## src/rtl/cpu_req_arbiter.sv

```systemverilog
// Round-robin arbiter sharing the CPU request FIFO between NUM_REQ requesters,
// with an in-order tag queue that steers returned burst words back to their owner.
module cpu_req_arbiter #(
    parameter int DATA_WIDTH = 32,
    parameter int NUM_REQ    = 4,
    parameter int MAX_WORDS  = 8,
    parameter int TAG_DEPTH  = 4,
    parameter int LEN_W      = 4
) (
    input  logic                          clk,
    input  logic                          rst,
    input  logic [NUM_REQ-1:0]            req_valid,
    input  logic [NUM_REQ*DATA_WIDTH-1:0] req_data,
    output logic [NUM_REQ-1:0]            req_ready,
    output logic [DATA_WIDTH-1:0]         req_fifo_data_in,
    output logic                          req_fifo_enq,
    input  logic                          req_fifo_wrfull,
    input  logic [DATA_WIDTH-1:0]         read_fifo_data_out,
    output logic                          read_fifo_deq,
    input  logic                          read_fifo_rdempty,
    output logic [NUM_REQ-1:0]            rsp_valid,
    output logic [DATA_WIDTH-1:0]         rsp_data,
    output logic                          rsp_last,
    input  logic [NUM_REQ-1:0]            rsp_ready,
    output logic [$clog2(TAG_DEPTH):0]    outstanding,
    output logic                          err_orphan
);
    localparam int ID_W  = $clog2(NUM_REQ);
    localparam int PTR_W = $clog2(TAG_DEPTH);
    localparam int OCC_W = PTR_W + 1;

    // Handshake: a word moves only in a cycle where valid and ready are both 1;
    // valid never depends on ready, ready may depend on valid (combinational grant).

    logic [ID_W-1:0]       rr_ptr;
    logic [ID_W-1:0]       tag_id  [TAG_DEPTH];
    logic [LEN_W-1:0]      tag_len [TAG_DEPTH];
    logic [PTR_W-1:0]      wr_ptr;
    logic [PTR_W-1:0]      rd_ptr;
    logic [OCC_W-1:0]      occ;
    logic [LEN_W-1:0]      beat_cnt;

    logic [DATA_WIDTH-1:0] req_word [NUM_REQ];
    logic [ID_W:0]         cand;
    logic                  found;
    logic [ID_W-1:0]       win;
    logic [DATA_WIDTH-1:0] win_word;
    logic [LEN_W-1:0]      raw_len;
    logic [LEN_W-1:0]      win_len;
    logic                  tag_full;
    logic                  tag_empty;
    logic                  can_issue;
    logic                  push;
    logic                  pop;
    logic [ID_W-1:0]       hid;
    logic [LEN_W-1:0]      hlen;
    logic                  head_valid;

    for (genvar g = 0; g < NUM_REQ; g++) begin : g_word
        assign req_word[g] = req_data[g*DATA_WIDTH +: DATA_WIDTH];
    end

    assign tag_full  = (occ == OCC_W'(TAG_DEPTH));
    assign tag_empty = (occ == '0);
    assign can_issue = !rst && !req_fifo_wrfull && !tag_full;

    // Search starts at rr_ptr and wraps modulo NUM_REQ.
    always_comb begin
        cand     = '0;
        found    = 1'b0;
        win      = '0;
        win_word = '0;
        for (int k = 0; k < NUM_REQ; k++) begin
            cand = {1'b0, rr_ptr} + (ID_W+1)'(k);
            if (cand >= (ID_W+1)'(NUM_REQ)) cand = cand - (ID_W+1)'(NUM_REQ);
            if (!found && req_valid[cand[ID_W-1:0]]) begin
                found    = 1'b1;
                win      = cand[ID_W-1:0];
                win_word = req_word[cand[ID_W-1:0]];
            end
        end
    end

    assign raw_len = win_word[DATA_WIDTH-1 -: LEN_W];

    always_comb begin
        win_len = raw_len;
        if (raw_len == '0)                    win_len = LEN_W'(1);
        else if (raw_len > LEN_W'(MAX_WORDS)) win_len = LEN_W'(MAX_WORDS);
    end

    assign push = can_issue && found;

    always_comb begin
        req_ready = '0;
        if (push) req_ready[win] = 1'b1;
    end

    assign req_fifo_enq     = push;
    assign req_fifo_data_in = win_word;

    assign hid        = tag_id[rd_ptr];
    assign hlen       = tag_len[rd_ptr];
    assign head_valid = !rst && !tag_empty && !read_fifo_rdempty;

    always_comb begin
        rsp_valid = '0;
        if (head_valid) rsp_valid[hid] = 1'b1;
    end

    assign rsp_last      = head_valid && (beat_cnt == hlen - LEN_W'(1));
    assign read_fifo_deq = head_valid && rsp_ready[hid];
    assign pop           = read_fifo_deq && rsp_last;
    assign rsp_data      = read_fifo_data_out;
    assign outstanding   = occ;

    always_ff @(posedge clk) begin
        if (rst) begin
            rr_ptr     <= '0;
            wr_ptr     <= '0;
            rd_ptr     <= '0;
            occ        <= '0;
            beat_cnt   <= '0;
            err_orphan <= 1'b0;
        end else begin
            if (push) begin
                tag_id[wr_ptr]  <= win;
                tag_len[wr_ptr] <= win_len;
                wr_ptr          <= wr_ptr + PTR_W'(1);
                rr_ptr          <= (win == ID_W'(NUM_REQ-1)) ? '0 : win + ID_W'(1);
            end
            if (read_fifo_deq) beat_cnt <= rsp_last ? '0 : beat_cnt + LEN_W'(1);
            if (pop) rd_ptr <= rd_ptr + PTR_W'(1);
            case ({push, pop})
                2'b10:   occ <= occ + OCC_W'(1);
                2'b01:   occ <= occ - OCC_W'(1);
                default: occ <= occ;
            endcase
            // Data with nothing outstanding can't be steered; it stays in the FIFO.
            if (tag_empty && !read_fifo_rdempty) err_orphan <= 1'b1;
        end
    end
endmodule

```

## config.mk

```make
export PLATFORM = sky130hd
export DESIGN_NAME = cpu_req_arbiter
export DESIGN_NICKNAME = d
export VERILOG_FILES = /design/src/rtl/cpu_req_arbiter.sv
export SDC_FILE = /design/constraint.sdc
export NUM_CORES = 1
export LEC_CHECK = 0
export CORE_MARGIN = 2
export CORE_UTILIZATION = 40
export DETAILED_ROUTE_END_ITERATION = 7
export HOLD_SLACK_MARGIN = 0.08
export PLACE_DENSITY = 0.87
export SYNTH_ARGS = -nofsm -noshare
export SYNTH_HDL_FRONTEND = slang
export SYNTH_SLANG_ARGS = --single-unit
```

## constraint.sdc

```tcl
create_clock -name clk -period 5.86 [get_ports clk]
set_input_delay 1.465 -clock clk [delete_from_list [all_inputs] [get_ports clk]]
set_output_delay 1.465 -clock clk [all_outputs]
set_load 0.02 [all_outputs]
```

# After elaboration in Yosys (flattened, before gate mapping)

Memories as Yosys holds them, arrays and structs flattened. A register that Yosys moved wholly into a read port is not among the register bits.
Cells that the tools add are included.
W data, S select, Z words.

Bits in registers: 14
Memory bits (writable): 24
Output and inout port bits: 79
Logic and storage cells: 129
Memories: 2

Memories:

| name    | depth | bits a word | read ports | clocked after Yosys merged registers in | write ports | RTL line | text |
|---|---|---|---|---|---|---|---|
| tag_len | 4     | 4           | 1          | 1                                       | 1           | 37       | `logic [LEN_W-1:0] tag_len [TAG_DEPTH];` |
| tag_id  | 4     | 2           | 1          | 1                                       | 1           | 36       | `logic [ID_W-1:0] tag_id [TAG_DEPTH];` |

Add/sub/neg operators: 14
$lt $le $gt $ge: 17
Equality and inequality tests: 5
Muxes and demuxes: 56
Bitwise logic cells: 4
Reduce and logical (&&, ||, !) cells: 25

Operators with widths:

| cell                  | number |
|---|---|
| $mux W32              | 12 |
| $bmux W32 S2          | 4 |
| $mux W2               | 13 |
| $ge A3 B3 Y1 const B  | 7 |
| $mux W4               | 5 |
| $lt A2 B3 Y1 const B  | 6 |
| $logic_and A1 B1 Y1   | 14 |
| $mux W1               | 14 |
| $not A2 Y3            | 4 |
| $bmux W1 S2           | 5 |
| $logic_not A1 Y1      | 8 |
| $sub A2 B1 Y2 const B | 4 |
| $add A2 B1 Y2 const B | 3 |
| $add A2 B2 Y3 const B | 2 |
| $pmux W3 S2           | 1 |
| $add A4 B1 Y4 const B | 1 |
| $demux W1 S2          | 2 |
| $eq A2 B2 Y1 const B  | 2 |
| $eq A4 B4 Y1          | 1 |
| $ge A2 B1 Y1 const B  | 2 |
| $gt A4 B4 Y1 const B  | 1 |
| $logic_not A4 Y1      | 1 |
| $sub A4 B1 Y4 const B | 1 |
| $add A2 B1 Y3 const B | 1 |
| other kinds (7)       | 7 |

# Logic depth before layout (Yosys ltp)

Gate-level depths: netlist of the first run.

Word-level depth: 19
Gate-level depth with buffers: 14

# Worst setup path after synthesis of the first run

No wires, ideal clock.

Path kind: input-to-output
Start: input req_valid[2]
End: output req_fifo_data_in[24]
Data arrival time: 3.579 ns
Slack: 0.816 ns
Cell stages on the path: 8
Path buffers: 3
Path through: clkbuf_1 -> nor2b_1 -> a21oi_1 -> o31ai_1 -> buf_2 -> buf_1 -> a221oi_1 -> o31ai_1

Word-level cells in the longest chain between the ends: 12

Ends and longest elaborated chain:

| item                          | RTL line | text |
|---|---|---|
| start: declaration            | 12       | `input logic [NUM_REQ-1:0] req_valid,` |
| $bmux W1 S2                   | 76       | `if (!found && req_valid[cand[ID_W-1:0]]) begin` |
| $mux W1 (implied by the code) | 76       |  |
| $mux W1                       | 76       |  |
| $logic_not A1 Y1              | 76       |  |
| $logic_and A1 B1 Y1           | 76       |  |
| $mux W1                       | 76       |  |
| $logic_not A1 Y1              | 76       |  |
| $logic_and A1 B1 Y1           | 76       |  |
| $mux W1                       | 76       |  |
| $logic_not A1 Y1              | 76       |  |
| $logic_and A1 B1 Y1           | 76       |  |
| $mux W32 *                    | 76       |  |
| end: declaration              | 15       | `output logic [DATA_WIDTH-1:0] req_fifo_data_in,` |

Mark *: on every way between the ends. The rest lies on a longest branch, timed or not. The select of a mux whose other input is x is not followed.

# Final worst setup path of the first run

Start: input req_valid[1]
End: output req_ready[2]

Word-level cells in the longest chain between the ends: 17

Ends and longest elaborated chain:

| item                                                               | RTL line | text |
|---|---|---|
| $bmux W1 S2                                                        | 76       |  |
| $mux W1 (implied by the code)                                      | 76       |  |
| $mux W1                                                            | 76       |  |
| $logic_not A1 Y1                                                   | 76       |  |
| $logic_and A1 B1 Y1                                                | 76       |  |
| $mux W1                                                            | 76       |  |
| $logic_not A1 Y1                                                   | 76       |  |
| $logic_and A1 B1 Y1                                                | 76       |  |
| $mux W1                                                            | 76       |  |
| $logic_not A1 Y1                                                   | 76       |  |
| $logic_and A1 B1 Y1                                                | 76       |  |
| $mux W2                                                            | 76       |  |
| $lt A2 B3 Y1 (implied by the code) or $ge A2 B1 Y1 (tied branches) | 96       | `if (push) req_ready[win] = 1'b1;` |
| $logic_and A1 B1 Y1 (implied by the code)                          | 96       |  |
| $mux W1 (implied by the code)                                      | 96       |  |
| $demux W1 S2                                                       | 96       |  |
| $mux W4 *                                                          | 96       |  |
| end: declaration                                                   | 14       | `output logic [NUM_REQ-1:0] req_ready,` |

Marked as above.

==> results of run 1 <==
## flip-flops by register name, indices dropped and copies added (netlist names), named ones only
register,cells
beat_cnt,4
err_orphan,1
outstanding,3
rd_ptr,2
rr_ptr,2
tag_id,8
tag_len,16
wr_ptr,2
## Yosys cell counts (all sizes together) (2+ instances only)
cell type  instances
nand3              4
inv               16
buf               56
o211ai             7
a22oi             32
and2               8
nand2             41
mux4               8
o32ai              2
mux2               8
nand2b             2
nor4               4
nor2              23
xnor2              7
a21oi             39
o31ai             29
a221o             84
nor3b              4
nor3               9
a221oi           120
xor2               7
dfxtp             16
ha                11
mux2i              8
edfxtp            24
nor2b              4
clkbuf            58
or3                2
## worst max-delay path by stage
stage	slack, ns	to	from
2_1_floorplan	0.82	req_fifo_data_in[24]	req_valid[2]
3_3_place_gp	-0.05	req_fifo_data_in[21]	req_valid[1]
3_5_place_dp	-0.08	req_fifo_data_in[21]	req_valid[1]
4_1_cts	0.001	req_fifo_data_in[2]	req_valid[1]
5_1_grt	0.002	req_ready[2]	req_valid[1]
6_report	0.13	req_ready[2]	req_valid[1]
## power by group through the flow
stage | clock network, W | logic (W) | registers [W]
after global placement | 0 | 0.000795 | 0.000338
after floorplan | 0 | 0.000476 | 0.000327
after global routing | 0.000331 | 0.000851 | 0.000334
final | 0.000313 | 0.000785 | 0.000332
after detailed placement | 0 | 0.000805 | 0.000338
after CTS | 0.000316 | 0.000780 | 0.000332
## placed cells by master (no fill, tap or decap), drive strengths merged, types with 2 or more instances in the layout
cell / count
clkdlybuf4s50: 154
a221oi: 120
a221o: 84
buf: 54
nand2: 41
a21oi: 39
a22oi: 32
o31ai: 29
edfxtp: 24
nor2: 23
dlygate4sd2: 17
inv: 17
dfxtp: 16
ha: 11
clkbuf: 11
nor3: 9
mux2i: 8
mux2: 8
and2: 8
mux4: 8
xnor2: 7
xor2: 7
o211ai: 7
dlymetal6s2s: 7
nor4: 4
nand3: 4
nor2b: 4
nor3b: 4
nand2b: 2
o32ai: 2
or3: 2
## metrics by stage
step / total power, W / setup slack [ns] / utilization
after floorplan: 0.0008030 / 0.8163 / -
after global placement: 0.001132 / -0.05453 / 0.5591
after detailed placement: 0.001143 / -0.08458 / 0.5591
final: 0.001430 / 0.1285 / 0.5721
after global routing: 0.001515 / 0.002196 / 0.5721
after CTS: 0.001429 / 0.001180 / 0.5701
## tightest hold or removal path, delay by kind of cell (launching register included)
kind,cells,cell delay (ns)
AO/OA/AOI/OAI,1,0.04
flip-flops,1,0.34
AND/OR/NAND/NOR,1,0.07
## layer usage
metal / vias to the layer above / track usage
li1: 3011 / -
met1: 3101 / 0.2926
met2: 326 / 0.3803
met3: 33 / 0.03558
met4: 0 / 0.05388
met5: - / 0
## layout make-up
cell class | count | area, um^2
Timing Repair Buffer | 239 | 2410
Sequential cell | 40 | 1044
Multi-Input combinational cell | 477 | 3935
Inverter | 17 | 63.81
Clock buffer | 5 | 125.1
Clock inverter | 3 | 46.29
Tap cell | 180 | 225.2
Fill cell | 1176 | 5871
## cells by family (layout without fill, tap and decap cells)
logic type,after synthesis,after routing
AO/OA/AOI/OAI,322,322
XOR/XNOR,14,14
adder cells (fa/ha/maj),12,12
buffers and inverters,131,264
flip-flops,40,40
multiplexers,24,24
AND/OR/NAND/NOR,105,105
## timing repair
action | 4_1_cts | 5_1_grt
pin swaps | 0 | 0
hold endpoints to repair | 0 | 0
setup endpoints to repair | 28 | 17
gates resized for setup | 27 | 31
==> impl_metrics.ini, run 1 <==
[outcome]
status = complete, no violations

[sta]
timing.fmax_ghz = 0.1745
finalSetupViolations = 0
final_period_demand_of_the_worst_path_ns = 5.732
post-route-period-util = 0.9781
timing.final.max_slew_violations = 0
timing.max_slew.rel_slack = 0.4455
timing_worst_slew_pin_value_ns = 0.8317
clock-skew-final_ns = 0.004735
grt_setup_unrepaired = no
setup_tns_ns = 0
whs_ns = 0.4877
timing_hold_violations_final = 0

[worst_setup_path]
worstPathRequired_ns = 4.39
cp-start-kind = input port
r2r_slack_ns = 1.98
timing.critical_path.arrival_ns = 4.27
crit-reg2reg-capture = outstanding[2]
worstSetupPathType = input port to primary output
critical_path.n_buffers_inverters = 5
worst-r2r-cell-count = 13
cp_slowest_cell = mux4_4
critical_path_depth = 9
crit_path_max_fanout = 41
endpoint_kind = primary output
cp_cell_sequence = clkdlybuf4s50_1, buf_4, mux4_4, buf_12, o32ai_4, buf_4, ha_1, and2_1, clkdlybuf4s50_1
cpLargestDelayFamily = buffers and inverters
slowest_delay_ns = 0.64

[yosys]
synth_simple_gate_area_frac = 0.09192
synth_adder_area_share = 0.02846
synthesis.nets = 832
yosysSeqAreaShare = 0.1879
ys_top_cells_by_area = a221oi_1 19%, a221o_1 15%, edfxtp_1 13%
post_synth_xor_area_fraction = 0.02213
synth_compound_gate_area_share = 0.4892
dominant_combinational_cell_family_by_area_after_synthesis = compound AO/OA/AOI/OAI gates
total_of_flip_flops_plus_latches_after_synthesis = 40
synth_largest_area_cell = a221oi_1
ys_types = 49
postSynth.asyncResetShare = 0
synthCells = 648
yosysWarningCount = 0
synthMuxAreaShare = 0.06662
postSynth.topFlopCell = edfxtp_1
syn-mean-instance-area_um2 = 8.550
number_of_flops_mapped_to_enable_cells_by_yosys = 24
syn-cell-area_um2 = 5540
synth_top_area_share = 0.1897

[grt]
grt_max_degree = 51
initial_antenna_violation_count = 0
wire_length_of_the_first_global_routing_pass_um = 27790
global_route_overflow = 0
grt_pass1_vias = 5741
track_usage = 0.2219

[pwr]
ir_drop_worst_vdd_uv = 112.6
power.combinational.fraction = 0.549
netSwitchingPower_w = 0.0005330
internal_power_w = 0.0008965
power_switching_share = 0.3728
pwr-share-seq = 0.232
leakage_component_of_the_power_nw = 2.727
pwr_density_cell_nw_per_um2 = 182.1
power.clock.fraction = 0.219

[place]
dpl-instance-area_um2 = 7671
place_inst = 953
buffer_ports.inserted = 186
dp_hpwl_um = 12560
gpl.final_weighted_congestion = 0.8358

[floorplan]
design.core.area_um2 = 13720
pin_count = 251
cell_rows = 43
dieArea_um2 = 14810
effective_utilization_at_floorplan = 0.4038
chipWidth_um = 121.7
chip_height_um = 121.7

[route]
top_signal_layer_used = met4
dr.pass1.iters = 5
postRouteAntennaNets = 0
route.detailed.drc = 0
postRouteWirelength_um = 17390
route.vias.total = 6471
met3_wirelength_um = 1345
drt-met1-wl_um = 7000
drt-initial-drc-count = 455
viasPerCell = 6.734
route.met2.wl_um = 8701
detail_route.wl_per_cell_um = 18.09

[final_layout]
drive_above_1_share = 0.1165
finalInstanceArea_um2 = 7849
fin_cells = 961
insertedDiodeCount = 0
final_nets = 964
areaGrowthSynthToFinish_pct = 41.67

[clock_tree]
clkLatencyLatePin_ns = 0.28
tritoncts = done
postCtsSetupRepairBufs = 0
cts_buffers = 5
root_buffer = clkbuf_16
max_buffers_root_to_sink = 2
cts.reportedPaths.clkPinSlew_ns = 0.06
holdBufCountCts = 0
clock_sinks = 40
cts_max_level = 2

[hold_path]
worstHoldPathType = flop to flop
hold_path.startpoint = err_orphan
worst_hold_path.num_cells = 2
hold_path_end = err_orphan

[job]
max_cap_violations = 0
Note: power is estimated with default switching activity, not from simulation.
==> run 2, diff against run 1 <==
- clock period: 5.86 -> 6.75 ns (I/O delays scaled with it)
==> impl_metrics.ini, run 2 (synthesis results as in run 1) <==
[clock_tree]
tritoncts = done
resized_after_cts = 0
holdBufCountCts = 0
clkLatencyLatePin_ns = 0.28
clock_sinks = 40
cts_buffers = 5
max_buffers_root_to_sink = 2
root_buffer = clkbuf_16
cts_max_level = 2
cts.reportedPaths.clkPinSlew_ns = 0.06
postCtsSetupRepairBufs = 0

[outcome]
status = complete, no violations

[pwr]
pwr-share-seq = 0.237
internal_power_w = 0.0007728
power_switching_share = 0.3709
leakage_component_of_the_power_nw = 2.412
pwr_density_cell_nw_per_um2 = 163.5
power.clock.fraction = 0.220
ir_drop_worst_vdd_uv = 86.27
netSwitchingPower_w = 0.0004555
power.combinational.fraction = 0.543

[worst_setup_path]
crit-reg2reg-capture = outstanding[2]
crit_path_max_fanout = 58
cp-start-kind = input port
timing.critical_path.from = req_valid[1]
worstSetupPathType = input port to primary output
r2r_slack_ns = 2.90
endpoint_kind = primary output
worstPathRequired_ns = 5.06
timing.critical_path.arrival_ns = 4.82
worst-r2r-cell-count = 13

[job]
max_cap_violations = 0

[sta]
timing_hold_violations_final = 0
timing.final.max_slew_violations = 0
clock-skew-final_ns = 0.002888
setup_tns_ns = 0
grt_setup_unrepaired = no
whs_ns = 0.4845
timing_worst_slew_pin_value_ns = 0.9468
timing.max_slew.rel_slack = 0.3688
post-route-period-util = 0.9639
timing.fmax_ghz = 0.1537
finalSetupViolations = 0
final_period_demand_of_the_worst_path_ns = 6.506

[final_layout]
multiInputGateArea_um2 = 3904
largest_register_ff_count = 16
finalCoreUtilization = 0.5476
layout.filler_cells = 1242
final_nets = 935
insertedDiodeCount = 0
layout.cells.most_common_list = 186 x clkdlybuf4s50_1, 120 x a221oi_1, 84 x a221o_1
largestRegisters = tag_len x16, tag_id x8, beat_cnt x4
layout.cells.most_common = clkdlybuf4s50_1
register_name_with_the_most_flops = tag_len
areaGrowthSynthToFinish_pct = 35.59
drive_above_1_share = 0.06915
area.sequential_um2 = 1044

[grt]
grt_pass1_vias = 5816
global_route_overflow = 0
initial_antenna_violation_count = 0
wire_length_of_the_first_global_routing_pass_um = 28220
grt_max_degree = 80
track_usage = 0.2260

[route]
drt-initial-drc-count = 513
dr.pass1.iters = 5
postRouteAntennaNets = 0
route.detailed.drc = 0
detail_route.wl_per_cell_um = 18.69
route.vias.total = 6422
viasPerCell = 6.891
postRouteWirelength_um = 17420

[floorplan]
chip_height_um = 121.7
chipWidth_um = 121.7
dieArea_um2 = 14810
cell_rows = 43
pin_count = 251
effective_utilization_at_floorplan = 0.4038
design.core.area_um2 = 13720

[hold_path]
worst_hold_path.num_cells = 2
worstHoldPathType = flop to flop
hold_path.startpoint = err_orphan
hold_path_end = err_orphan

[place]
dp_hpwl_um = 11880
gpl.final_weighted_congestion = 0.7768
buffer_ports.inserted = 186
-- run 2: cell types whose count changed in the layout (fill, tap and decap cells not counted) --
cell	previous run	this run
o32ai_1	0	1
dlymetal6s2s_1	7	0
clkbuf_2	6	0
a221oi_2	2	0
buf_4	37	19
o32ai_4	2	1
clkdlybuf4s15_1	1	0
buf_12	14	5
dlygate4sd2_1	17	0
clkdlybuf4s50_1	154	186
buf_6	3	0
a221oi_1	118	120
-- run 2: final cells by class --
cell class	instances	area share
Clock buffer	5	0.01666
Multi-Input combinational cell	477	0.5197
Inverter	17	0.008494
Timing Repair Buffer	210	0.2801
Tap cell	180	0.02998
Sequential cell	40	0.1389
Clock inverter	3	0.006163
-- run 2: worst max-delay path: stages --
cell	delay (ns)
clkdlybuf4s50_1	0.49
nor2b_1	0.19
mux4_4	0.80
buf_12	0.27
a221o_1	0.32
a221oi_1	0.22
a21oi_1	0.07
nand2_1	0.07
o31ai_1	0.08
clkdlybuf4s50_1	0.59
-- run 2: stage by stage --
step           std cells  total power (W)  setup slack, ns  area [um^2]
2_1_floorplan        648        0.0006971            1.261         5540
3_3_place_gp         924        0.0009465           0.3190         7341
3_5_place_dp         924        0.0009549           0.2696         7341
4_1_cts              932         0.001230           0.2626         7512
5_1_grt              932         0.001301          0.05774         7512
6_report             932         0.001228           0.2435         7512
-- run 2: how the worst max path moves through the flow --
stage,endpoint,slack [ns]
after global placement,req_fifo_data_in[26],0.32
after floorplan,req_fifo_data_in[24],1.26
after CTS,req_fifo_data_in[16],0.26
final,req_fifo_data_in[16],0.24
after global routing,req_ready[3],0.06
after detailed placement,req_fifo_data_in[16],0.27
-- run 2: power groups by stage --
| stage | sequential [W] | clock (W) | combinational (W) |
|---|---|---|---|
| 2_1_floorplan | 0.000284 | 0 | 0.000413 |
| 3_3_place_gp | 0.000295 | 0 | 0.000651 |
| 3_5_place_dp | 0.000296 | 0 | 0.000659 |
| 4_1_cts | 0.000291 | 0.000276 | 0.000663 |
| 5_1_grt | 0.000293 | 0.000286 | 0.000722 |
| 6_report | 0.000291 | 0.000271 | 0.000667 |
-- run 2: per-layer routing --
| layer | wire length (um) | GRT usage | vias to the layer above | share of wire |
|---|---|---|---|---|
| li1 | - | - | 2958 | - |
| met1 | 6921 | 0.2889 | 3142 | 0.40 |
| met2 | 8808 | 0.3912 | 290 | 0.51 |
| met3 | 1362 | 0.04401 | 32 | 0.078 |
| met4 | 327 | 0.05819 | 0 | 0.019 |
| met5 | 0 | 0 | - | 0 |
